File: config.mk
export PLATFORM = sky130hd
export DESIGN_NAME = mc_core_ctrl_flat
export DESIGN_NICKNAME = d
export VERILOG_FILES = /design/src/rtl/mc_core_ctrl_pkg.sv /design/src/rtl/mc_core_ctrl_if.sv /design/src/rtl/mc_core_ctrl_bus_port.sv /design/src/rtl/mc_core_ctrl.sv /design/src/flat_wrapper.sv
export SDC_FILE = /design/constraint.sdc
export NUM_CORES = 1
export LEC_CHECK = 0
export CAP_MARGIN = 30
export CORE_AREA = 2 2 188 190
export DETAILED_ROUTE_END_ITERATION = 12
export DIE_AREA = 0 0 190 192
export PLACE_DENSITY = 0.67
export SLEW_MARGIN = 25
export SYNTH_ARGS = -nofsm -noshare
export SYNTH_HDL_FRONTEND = slang
export SYNTH_SLANG_ARGS = --single-unit
File: constraint.sdc
create_clock -name clk -period 2.84 [get_ports clk]
set_input_delay 0.568 -clock clk [delete_from_list [all_inputs] [get_ports clk]]
set_output_delay 0.568 -clock clk [all_outputs]
set_load 0.01 [all_outputs]
File: src/rtl/mc_core_ctrl_pkg.sv
// Shared types and constants for the multi-cycle control core.
// The state encoding is fixed so trace tools can decode fsm_state directly.
package mc_ctrl_pkg;

  typedef enum logic [2:0] {
    IF_REQ   = 3'd0,
    IF_WAIT  = 3'd1,
    ID       = 3'd2,
    EXE      = 3'd3,
    MEM_REQ  = 3'd4,
    MEM_WAIT = 3'd5,
    WB       = 3'd6
  } state_t;

  localparam int unsigned INST_BYTES       = 4;
  localparam logic [31:0] RESET_PC_DEFAULT = 32'h1c00_0000;

endpackage

File: src/rtl/mc_core_ctrl_if.sv
// Instruction and data SRAM-like buses between the control core and the bridge.
// Handshake: the master raises req with addr/wr/wdata and holds all of them
// unchanged until the slave answers addr_ok in the same cycle (address
// accepted). Data returns later as a one-cycle data_ok with rdata; data_ok is
// never sampled in the cycle of its own addr_ok, and only while the master waits.
interface mc_core_ctrl_if #(
  parameter int unsigned ADDR_W = 32,
  parameter int unsigned DATA_W = 32
);

  logic              inst_req;
  logic [ADDR_W-1:0] inst_addr;
  logic              inst_addr_ok;
  logic              inst_data_ok;
  logic [DATA_W-1:0] inst_rdata;

  logic              data_req;
  logic              data_wr;
  logic [ADDR_W-1:0] data_addr;
  logic [DATA_W-1:0] data_wdata;
  logic              data_addr_ok;
  logic              data_data_ok;
  logic [DATA_W-1:0] data_rdata;

  modport master (
    output inst_req, inst_addr,
    input  inst_addr_ok, inst_data_ok, inst_rdata,
    output data_req, data_wr, data_addr, data_wdata,
    input  data_addr_ok, data_data_ok, data_rdata
  );

  modport slave (
    input  inst_req, inst_addr,
    output inst_addr_ok, inst_data_ok, inst_rdata,
    input  data_req, data_wr, data_addr, data_wdata,
    output data_addr_ok, data_data_ok, data_rdata
  );

endinterface

File: src/rtl/mc_core_ctrl_bus_port.sv
// One request/response channel: drives req and payload while the core issues,
// tracks the outstanding request, and turns data_ok into a one-cycle resp_valid.
module mc_bus_port #(
  parameter int unsigned ADDR_W = 32,
  parameter int unsigned DATA_W = 32
) (
  input  logic              clk,
  input  logic              reset,
  input  logic              issue_i,
  input  logic              wait_i,
  input  logic [ADDR_W-1:0] addr_i,
  input  logic              wr_i,
  input  logic [DATA_W-1:0] wdata_i,
  output logic              req_o,
  output logic [ADDR_W-1:0] addr_o,
  output logic              wr_o,
  output logic [DATA_W-1:0] wdata_o,
  input  logic              addr_ok_i,
  input  logic              data_ok_i,
  input  logic [DATA_W-1:0] rdata_i,
  output logic              accept_o,
  output logic              resp_valid_o,
  output logic [DATA_W-1:0] resp_data_o
);

  logic pend_q, pend_d;

  // Payload comes from core registers frozen during the request state, so it
  // stays constant until addr_ok; outside a request every line reads zero.
  assign req_o   = issue_i & ~reset;
  assign addr_o  = req_o ? addr_i  : '0;
  assign wr_o    = req_o & wr_i;
  assign wdata_o = req_o ? wdata_i : '0;

  assign accept_o     = req_o & addr_ok_i;
  // pend_q is only set after the accepting edge, so a same-cycle data_ok is dropped.
  assign resp_valid_o = pend_q & wait_i & data_ok_i & ~reset;
  assign resp_data_o  = resp_valid_o ? rdata_i : '0;

  always_comb begin
    pend_d = pend_q;
    if (accept_o) begin
      pend_d = 1'b1;
    end else if (resp_valid_o) begin
      pend_d = 1'b0;
    end
  end

  always_ff @(posedge clk) begin
    if (reset) begin
      pend_q <= 1'b0;
    end else begin
      pend_q <= pend_d;
    end
  end

endmodule

File: src/rtl/mc_core_ctrl.sv
// Control and sequencing core of the multi-cycle CPU: PC, IR, stage FSM,
// retirement counter, and the fetch/data bus ports.
module mc_core_ctrl
  import mc_ctrl_pkg::*;
#(
  parameter logic [31:0] RESET_PC = RESET_PC_DEFAULT,
  parameter int unsigned ADDR_W   = 32,
  parameter int unsigned DATA_W   = 32
) (
  input  logic              clk,
  input  logic              reset,
  mc_core_ctrl_if.master    bus,
  output logic [DATA_W-1:0] ir,
  output logic [ADDR_W-1:0] pc,
  input  logic              dec_is_br,
  input  logic              dec_is_load,
  input  logic              dec_is_store,
  input  logic              dec_gr_we,
  input  logic [4:0]        dec_dest,
  input  logic              br_taken,
  input  logic [ADDR_W-1:0] br_target,
  input  logic [DATA_W-1:0] exe_result,
  input  logic [DATA_W-1:0] store_data,
  output logic              rf_we,
  output logic [4:0]        rf_waddr,
  output logic [DATA_W-1:0] rf_wdata,
  output logic [31:0]       instret,
  output logic [ADDR_W-1:0] debug_wb_pc,
  output logic [3:0]        debug_wb_rf_we,
  output logic [4:0]        debug_wb_rf_wnum,
  output logic [DATA_W-1:0] debug_wb_rf_wdata,
  output state_t            fsm_state
);

  state_t            state_q, state_d;
  logic [ADDR_W-1:0] pc_q, pc_d, npc_q, npc_d;
  logic [DATA_W-1:0] ir_q, ir_d, alu_q, alu_d, sd_q, sd_d, ld_q, ld_d;
  logic [31:0]       instret_q, instret_d;
  logic              retire;

  logic              inst_issue, inst_wait, data_issue, data_wait, wb_active;
  logic              inst_accept, inst_resp, data_accept, data_resp;
  logic [DATA_W-1:0] inst_resp_data, data_resp_data;
  logic              inst_wr_unused;
  logic [DATA_W-1:0] inst_wdata_unused;

  mc_bus_port #(.ADDR_W(ADDR_W), .DATA_W(DATA_W)) u_inst_port (
    .clk          (clk),
    .reset        (reset),
    .issue_i      (inst_issue),
    .wait_i       (inst_wait),
    .addr_i       (pc_q),
    .wr_i         (1'b0),
    .wdata_i      ({DATA_W{1'b0}}),
    .req_o        (bus.inst_req),
    .addr_o       (bus.inst_addr),
    .wr_o         (inst_wr_unused),
    .wdata_o      (inst_wdata_unused),
    .addr_ok_i    (bus.inst_addr_ok),
    .data_ok_i    (bus.inst_data_ok),
    .rdata_i      (bus.inst_rdata),
    .accept_o     (inst_accept),
    .resp_valid_o (inst_resp),
    .resp_data_o  (inst_resp_data)
  );

  mc_bus_port #(.ADDR_W(ADDR_W), .DATA_W(DATA_W)) u_data_port (
    .clk          (clk),
    .reset        (reset),
    .issue_i      (data_issue),
    .wait_i       (data_wait),
    .addr_i       (ADDR_W'(alu_q)),
    .wr_i         (dec_is_store),
    .wdata_i      (sd_q),
    .req_o        (bus.data_req),
    .addr_o       (bus.data_addr),
    .wr_o         (bus.data_wr),
    .wdata_o      (bus.data_wdata),
    .addr_ok_i    (bus.data_addr_ok),
    .data_ok_i    (bus.data_data_ok),
    .rdata_i      (bus.data_rdata),
    .accept_o     (data_accept),
    .resp_valid_o (data_resp),
    .resp_data_o  (data_resp_data)
  );

  always_ff @(posedge clk) begin
    if (reset) begin
      state_q   <= IF_REQ;
      pc_q      <= ADDR_W'(RESET_PC);
      ir_q      <= '0;
      npc_q     <= '0;
      alu_q     <= '0;
      sd_q      <= '0;
      ld_q      <= '0;
      instret_q <= '0;
    end else begin
      state_q   <= state_d;
      pc_q      <= pc_d;
      ir_q      <= ir_d;
      npc_q     <= npc_d;
      alu_q     <= alu_d;
      sd_q      <= sd_d;
      ld_q      <= ld_d;
      instret_q <= instret_d;
    end
  end

  always_comb begin
    state_d = state_q;
    case (state_q)
      IF_REQ:   if (inst_accept) state_d = IF_WAIT;
      IF_WAIT:  if (inst_resp) state_d = ID;
      ID:       state_d = dec_is_br ? IF_REQ : EXE;
      EXE:      state_d = (dec_is_load | dec_is_store) ? MEM_REQ : WB;
      MEM_REQ:  if (data_accept) state_d = MEM_WAIT;
      MEM_WAIT: if (data_resp) state_d = dec_is_store ? IF_REQ : WB;
      WB:       state_d = IF_REQ;
      default:  state_d = IF_REQ;
    endcase
  end

  always_comb begin
    inst_issue = 1'b0;
    inst_wait  = 1'b0;
    data_issue = 1'b0;
    data_wait  = 1'b0;
    wb_active  = 1'b0;
    case (state_q)
      IF_REQ:   inst_issue = 1'b1;
      IF_WAIT:  inst_wait  = 1'b1;
      MEM_REQ:  data_issue = 1'b1;
      MEM_WAIT: data_wait  = 1'b1;
      WB:       wb_active  = ~reset;
      default:  ;
    endcase
  end

  // Register updates and retirement; every retire point also commits the PC.
  always_comb begin
    pc_d      = pc_q;
    ir_d      = ir_q;
    npc_d     = npc_q;
    alu_d     = alu_q;
    sd_d      = sd_q;
    ld_d      = ld_q;
    instret_d = instret_q;
    retire    = 1'b0;
    case (state_q)
      IF_WAIT: if (inst_resp) ir_d = inst_resp_data;
      ID: begin
        npc_d = br_taken ? br_target : pc_q + ADDR_W'(INST_BYTES);
        if (dec_is_br) begin
          pc_d   = npc_d;
          retire = 1'b1;
        end
      end
      EXE: begin
        alu_d = exe_result;
        sd_d  = store_data;
      end
      MEM_WAIT: begin
        if (data_resp) begin
          if (dec_is_store) begin
            pc_d   = npc_q;
            retire = 1'b1;
          end else begin
            ld_d = data_resp_data;
          end
        end
      end
      WB: begin
        pc_d   = npc_q;
        retire = 1'b1;
      end
      default: ;
    endcase
    if (retire) begin
      instret_d = instret_q + 32'd1;
    end
  end

  assign rf_we    = wb_active & dec_gr_we;
  assign rf_waddr = wb_active ? dec_dest : 5'd0;
  assign rf_wdata = wb_active ? (dec_is_load ? ld_q : alu_q) : '0;

  assign debug_wb_pc       = wb_active ? pc_q : '0;
  assign debug_wb_rf_we    = {4{rf_we}};
  assign debug_wb_rf_wnum  = rf_waddr;
  assign debug_wb_rf_wdata = rf_wdata;

  assign ir        = ir_q;
  assign pc        = pc_q;
  assign instret   = instret_q;
  assign fsm_state = state_q;

endmodule

File: src/flat_wrapper.sv
// flat-port wrapper written by rule: the top's interface ports become plain ports
module mc_core_ctrl_flat import mc_ctrl_pkg::*;
#(
  parameter logic [31:0] RESET_PC = RESET_PC_DEFAULT,
  parameter int unsigned ADDR_W   = 32,
  parameter int unsigned DATA_W   = 32
)
  (clk, reset, ir, pc, dec_is_br, dec_is_load, dec_is_store, dec_gr_we, dec_dest, br_taken, br_target, exe_result, store_data, rf_we, rf_waddr, rf_wdata, instret, debug_wb_pc, debug_wb_rf_we, debug_wb_rf_wnum, debug_wb_rf_wdata, fsm_state, bus_inst_req, bus_inst_addr, bus_inst_addr_ok, bus_inst_data_ok, bus_inst_rdata, bus_data_req, bus_data_wr, bus_data_addr, bus_data_wdata, bus_data_addr_ok, bus_data_data_ok, bus_data_rdata);
  mc_core_ctrl_if #(.ADDR_W(ADDR_W), .DATA_W(DATA_W)) bus_i ();
  input  logic clk;
  input  logic reset;
  output logic [DATA_W-1:0] ir;
  output logic [ADDR_W-1:0] pc;
  input  logic dec_is_br;
  input  logic dec_is_load;
  input  logic dec_is_store;
  input  logic dec_gr_we;
  input  logic [4:0] dec_dest;
  input  logic br_taken;
  input  logic [ADDR_W-1:0] br_target;
  input  logic [DATA_W-1:0] exe_result;
  input  logic [DATA_W-1:0] store_data;
  output logic rf_we;
  output logic [4:0] rf_waddr;
  output logic [DATA_W-1:0] rf_wdata;
  output logic [31:0] instret;
  output logic [ADDR_W-1:0] debug_wb_pc;
  output logic [3:0] debug_wb_rf_we;
  output logic [4:0] debug_wb_rf_wnum;
  output logic [DATA_W-1:0] debug_wb_rf_wdata;
  output state_t fsm_state;
  output wire logic [$bits(bus_i.inst_req)-1:0] bus_inst_req;
  output wire logic [$bits(bus_i.inst_addr)-1:0] bus_inst_addr;
  input wire logic [$bits(bus_i.inst_addr_ok)-1:0] bus_inst_addr_ok;
  input wire logic [$bits(bus_i.inst_data_ok)-1:0] bus_inst_data_ok;
  input wire logic [$bits(bus_i.inst_rdata)-1:0] bus_inst_rdata;
  output wire logic [$bits(bus_i.data_req)-1:0] bus_data_req;
  output wire logic [$bits(bus_i.data_wr)-1:0] bus_data_wr;
  output wire logic [$bits(bus_i.data_addr)-1:0] bus_data_addr;
  output wire logic [$bits(bus_i.data_wdata)-1:0] bus_data_wdata;
  input wire logic [$bits(bus_i.data_addr_ok)-1:0] bus_data_addr_ok;
  input wire logic [$bits(bus_i.data_data_ok)-1:0] bus_data_data_ok;
  input wire logic [$bits(bus_i.data_rdata)-1:0] bus_data_rdata;
  assign bus_inst_req = bus_i.inst_req;
  assign bus_inst_addr = bus_i.inst_addr;
  assign bus_i.inst_addr_ok = bus_inst_addr_ok;
  assign bus_i.inst_data_ok = bus_inst_data_ok;
  assign bus_i.inst_rdata = bus_inst_rdata;
  assign bus_data_req = bus_i.data_req;
  assign bus_data_wr = bus_i.data_wr;
  assign bus_data_addr = bus_i.data_addr;
  assign bus_data_wdata = bus_i.data_wdata;
  assign bus_i.data_addr_ok = bus_data_addr_ok;
  assign bus_i.data_data_ok = bus_data_data_ok;
  assign bus_i.data_rdata = bus_data_rdata;
  mc_core_ctrl #(.RESET_PC(RESET_PC), .ADDR_W(ADDR_W), .DATA_W(DATA_W)) u_core (.clk(clk), .reset(reset), .bus(bus_i), .ir(ir), .pc(pc), .dec_is_br(dec_is_br), .dec_is_load(dec_is_load), .dec_is_store(dec_is_store), .dec_gr_we(dec_gr_we), .dec_dest(dec_dest), .br_taken(br_taken), .br_target(br_target), .exe_result(exe_result), .store_data(store_data), .rf_we(rf_we), .rf_waddr(rf_waddr), .rf_wdata(rf_wdata), .instret(instret), .debug_wb_pc(debug_wb_pc), .debug_wb_rf_we(debug_wb_rf_we), .debug_wb_rf_wnum(debug_wb_rf_wnum), .debug_wb_rf_wdata(debug_wb_rf_wdata), .fsm_state(fsm_state));
endmodule
* After elaboration in Yosys (flattened, before gate mapping) *
Cells that the tools add are included.

word-level totals
  flip-flop bits (word level) = 229
  input bits = 176
  output and inout port bits = 309

operators by class
  add/sub/neg operators = 2
  equality and inequality tests = 12
  mux-type cells = 33
  bitwise logic cells = 15
  reduce and logical (&&, ||, !) cells = 8

operators with widths
  kind                                                                      number
  32-bit two-way mux                                                        10
  32-bit case mux with 3 select lines                                       1
  32-bit by 1-bit adder with 32-bit output (second input constant)          1
  32-bit by 3-bit adder with 32-bit output (second input constant)          1
  3-bit case mux with 6 select lines                                        1
  3-bit two-way mux                                                         5
  1-bit AND                                                                 12
  1-bit two-way mux                                                         12
  3-bit equality test (second input constant)                               3
  2-bit by 1-bit inequality test with 1-bit output (second input constant)  4
  4-bit AND reduction                                                       2
  3-bit by 2-bit equality test with 1-bit output (second input constant)    2
  5-bit two-way mux                                                         1
  2-bit two-way mux                                                         2
  2-bit inequality test (second input constant)                             2
  2-bit nonzero test                                                        2
  3-bit by 1-bit equality test with 1-bit output (second input constant)    1
  3-bit zero test                                                           1
  1-bit case mux with 3 select lines                                        1
  3-bit AND reduction                                                       1
  3-bit nonzero test                                                        1
  1-bit NOT                                                                 2
  2-bit AND reduction                                                       1
  1-bit bitwise OR                                                          1

* Depth between registers and ports, before layout *
  depth in word-level cells = 7
  mapped depth = 8
  mapped depth without buffers = 6

* Hierarchy *
From an unflattened synthesis, not the netlist that was laid out.

second synthesis, totals
  cells, all modules = 1639
  area total of the unflattened synthesis = 12359.4 um^2

modules (own cells, without submodules)
  module        instances  cells an instance  area each (um^2)  seq. area each (um^2)
  mc_core_ctrl  1          1411               10842.9           4544.4
  mc_bus_port   2          114                758.2             20.0

* Worst setup path before layout *
No wires, ideal clock.

  path type = input -> output
  start point = input reset
  end point = output rf_wdata[27]
  arrival = 1.951 ns
  setup slack = 0.321 ns
  stages on the path = 7
  buffers on the path = 4
  cells stage by stage = clkbuf_1 > inv_1 > nand3_1 > clkbuf_1 > clkbuf_1 > nor2_1 > buf_4

between the ends
  longest elaborated chain between the ends = 3

RTL lines
  item                line                 RTL
  start, declared     flat_wrapper.sv:11   input logic reset;
  1-bit NOT           mc_core_ctrl.sv:134  WB: wb_active = ~reset;
  1-bit two-way mux   mc_core_ctrl.sv:129  case (state_q)
  32-bit two-way mux  mc_core_ctrl.sv:185  assign rf_wdata = wb_active ? (dec_is_load ? ld_q : alu_q) : '0;
  end, declared       flat_wrapper.sv:25   output logic [DATA_W-1:0] rf_wdata;

No other way between the ends.

* Final worst setup path *
  start point = register u_core.state_q[1], in the netlist u_core.fsm_state[1]
  end point = output bus_data_wdata[28]

between the ends
  longest elaborated chain between the ends = 4

RTL lines
  item                    line                         RTL
  start, declared         mc_core_ctrl.sv:35           state_t state_q, state_d;
  start signal, assigned  mc_core_ctrl.sv:98           state_q <= state_d;
  3-bit equality test     mc_core_ctrl.sv:129
  1-bit two-way mux       mc_core_ctrl.sv:129
  1-bit AND               mc_core_ctrl_bus_port.sv:30  assign req_o = issue_i & ~reset;
  32-bit two-way mux      mc_core_ctrl_bus_port.sv:33  assign wdata_o = req_o ? wdata_i : '0;
  end, declared           flat_wrapper.sv:40           output wire logic [$bits(bus_i.data_wdata)-1:0] bus_data_wdata;

No other way between the ends.

==> results <==
synth_stat cells (all sizes together) (6+ instances only):
| master | instances |
|---|---|
| a211oi | 6 |
| a21boi | 9 |
| a21oi | 215 |
| a221oi | 7 |
| a31oi | 7 |
| and2 | 135 |
| and3 | 11 |
| and4 | 6 |
| buf | 63 |
| clkbuf | 109 |
| dfxtp | 229 |
| inv | 15 |
| mux2 | 11 |
| mux2i | 40 |
| nand2 | 333 |
| nand2b | 16 |
| nand3 | 33 |
| nand4 | 19 |
| nor2 | 82 |
| nor2b | 13 |
| nor3 | 12 |
| nor4 | 20 |
| nor4b | 7 |
| o211ai | 12 |
| o21ai | 49 |
| o311ai | 13 |
| o31ai | 13 |
| or3 | 11 |
| or4 | 19 |
| xnor2 | 8 |
cells by family after synthesis:
logic type      synth area share (%)
compound gates                  18.2
simple gates                    30.2
xor+xnor                       0.888
flops                           38.7
mux                             4.43
buf+inv                         7.31
fa+ha+maj                      0.211
state kept, by name (all words and copies together), names as in the netlist:
register                   count
u_core.ld_q                   32
u_core.u_data_port.pend_q      1
u_core.npc_q                  32
u_core.sd_q                   32
u_core.instret                32
u_core.fsm_state               3
u_core.ir                     32
u_core.alu_q                  32
u_core.u_inst_port.pend_q      1
u_core.pc                     32
layer usage:
layer  vias up  routed length, um  global-route usage, %
met2       567              22600                   41.0
met1      6078              18800                   30.3
li1       6182                  -                      -
met4         0               1220                   7.30
met3        85               3710                   4.90
met5         -                  0                      0
cell type report:
class                           instances  area [um2]  area share [%]
Inverter                               15        56.3           0.308
Clock inverter                         11         161           0.882
Antenna cell                            2        5.00          0.0273
Tap cell                              455         569            3.11
Timing Repair Buffer                  545        5540            30.3
Clock buffer                           39         833            4.55
Sequential cell                       229        4590            25.1
Multi-Input combinational cell       1159        6550            35.8
layout by cell type, fill, tap and decap left out, types with 15 or more instances in the layout:
cell	n
dlymetal6s2s_1	65
or4_1	18
nor4_1	17
clkdlybuf4s50_1	310
mux2i_1	40
nand2_1	333
dlygate4sd2_1	94
nand3_1	31
inv_1	15
clkbuf_16	29
dfxtp_1	226
buf_4	46
nor2_1	58
nand4_1	17
o21ai_0	48
and2_1	132
a21oi_1	215
nor2_2	21
power groups by stage:
| stage | sequential, mW | clock [mW] | combinational [mW] |
|---|---|---|---|
| 3_3_place_gp | 3.37 | 0 | 0.952 |
| 6_report | 3.31 | 3.80 | 1.03 |
| 4_1_cts | 3.31 | 3.90 | 1.03 |
| 5_1_grt | 3.31 | 4.01 | 1.11 |
| 3_5_place_dp | 3.37 | 0 | 0.962 |
| 2_1_floorplan | 3.37 | 0 | 0.413 |
through the flow:
stage	util [%]	power (mW)	cell area [um2]	setup WS, ns	std cells
global route	53.4	8.43	18300	-0.00240	2454
finish	53.4	8.15	18300	0.0729	2455
detailed placement	49.6	4.33	17000	0.206	2396
CTS	52.7	8.23	18100	0.000197	2452
floorplan	-	3.78	11800	0.321	1575
global placement	49.6	4.32	17000	0.215	2396
worst max-delay path, delay by kind of cell, from the launching register on:
family / cells / cell delay, ns
buffers and inverters: 3 / 0.73
flip-flops: 1 / 0.39
AND/OR/NAND/NOR: 3 / 0.55
what timing repair did:
item / CTS / global route
endpoints found under the setup margin: 210 / 79
gates cloned: 3 / 0
gates resized for setup: 137 / 92
buffers inserted: 3 / 0
hold buffers: 0 / 0
pin swaps: 1 / 1
path summary, 6_finish.rpt:
check,start,end,slack (ns),depth (start not counted)
max,u_core.fsm_state[1]$_SDFFE_PP0P_,bus_data_wdata[28],0.07,6
min,reset,u_core.fsm_state[0]$_SDFFE_PP0P_,0.29,2
max reg2reg,u_core.pc[3]$_SDFFE_PP0P_,u_core.pc[26]$_SDFFE_PP1P_,0.39,6
min reg2reg,u_core.sd_q[5]$_SDFFE_PP0N_,u_core.sd_q[5]$_SDFFE_PP0N_,0.45,2
==> results.json <==
{
  "status": "finished, final reports clean",
  "portBuffers": 484,
  "vias_per_cell": 5.26,
  "finalMaxSlewViolations": 0,
  "dp_hpwl_um": 31400,
  "cp_max_fo": 16,
  "ys.flop_type": "dfxtp_1",
  "clockBufferDepth": 3,
  "criticalPathCategory": "flop to output pin",
  "p_leak_nw": 7.93,
  "synth_top_area_share_pct": 38.7,
  "cp_slowest_cell": "dfxtp_4",
  "syn_area_per_cell_um2": 7.52,
  "clk_pin_slew_worst_paths_ns": 0.06,
  "ys_ff_latch": 229,
  "place.gp.congestion": 0.862,
  "num_rows": 68,
  "clk_latency_ns": 0.54,
  "finalSetupViolCount": 0,
  "htree_levels": 1,
  "grt_overflow": 0,
  "clock-root-buffer": "clkbuf_16",
  "synthArstFlopShare_pct": 0,
  "grt_pass1_wl_um": 69600,
  "start_util_pct": 34.5,
  "cts_tree": "done",
  "dieHeight_um": 192,
  "drc_errors": 0,
  "pwr-share-comb_pct": 12.7,
  "cp_data_required_time_ns": 2.27,
  "hold_ws_ns": 0.290,
  "vdd_ir_drop_max_mv": 0.446,
  "period_minus_slack_ns": 2.77,
  "die-area_mm2": 0.0365,
  "synth_cells": 1575,
  "hold_path.class": "input pin to flop",
  "cp-end-kind": "output pin",
  "cp_data_arrival_time_ns": 2.20,
  "wl_per_cell_um": 18.9,
  "syn_nets": 1753,
  "timing.final.crit_share_pct": 97.4,
  "fillers": 3211,
  "areaGrowthSynthToFinish_pct": 54.6,
  "grt_max_degree": 221,
  "worst_slew_pin_slew_ns": 0.814,
  "clkPwrFrac_pct": 46.7,
  "synth_top_area_cell": "dfxtp_1",
  "die_w_um": 190,
  "wirelength_um": 46300,
  "finClkSkew_ns": 0.0195,
  "tns_ns": 0,
  "grt_pass1_vias": 12300,
  "postRouteAntennaNets": 0,
  "nets": 2156,
  "antenna_found_initial": 2,
  "swShare_pct": 24.2,
  "dr.pass1.iters": 6,
  "power_density_mw_per_mm2": 445,
  "critPathLaunchType": "flop",
  "p_int_mw": 6.17,
  "cts_buffers": 28,
  "pin_count": 485,
  "clock-sinks": 229,
  "slew_headroom_pct": 45.2,
  "drive_gt1_share_pct": 8.96,
  "switching_power_mw": 1.97,
  "synth_edf_count": 0,
  "coreArea_mm2": 0.0343,
  "synth.distinct_cells": 67,
  "synth_area_mm2": 0.0118,
  "slowest_delay_ns": 0.39,
  "vias": 12900,
  "cap_viol_max_count": 0,
  "fmax_ghz": 0.361,
  "synth_top_cells_by_area": "dfxtp_1 (39%), nand2_1 (11%), a21oi_1 (9.1%)",
  "yosysSeqAreaShare_pct": 38.7,
  "drtIter0Drc": 956,
  "grt_use_total_pct": 23.9,
  "p_seq_share_pct": 40.6,
  "final_hold_viol_count": 0,
  "yosysWarnings": 0,
  "crit_chain": "nand2b_4, nor3_4, buf_4, bufbuf_16, and2_1, dlygate4sd2_1"
}
Note: power is estimated with default switching activity, not from simulation.
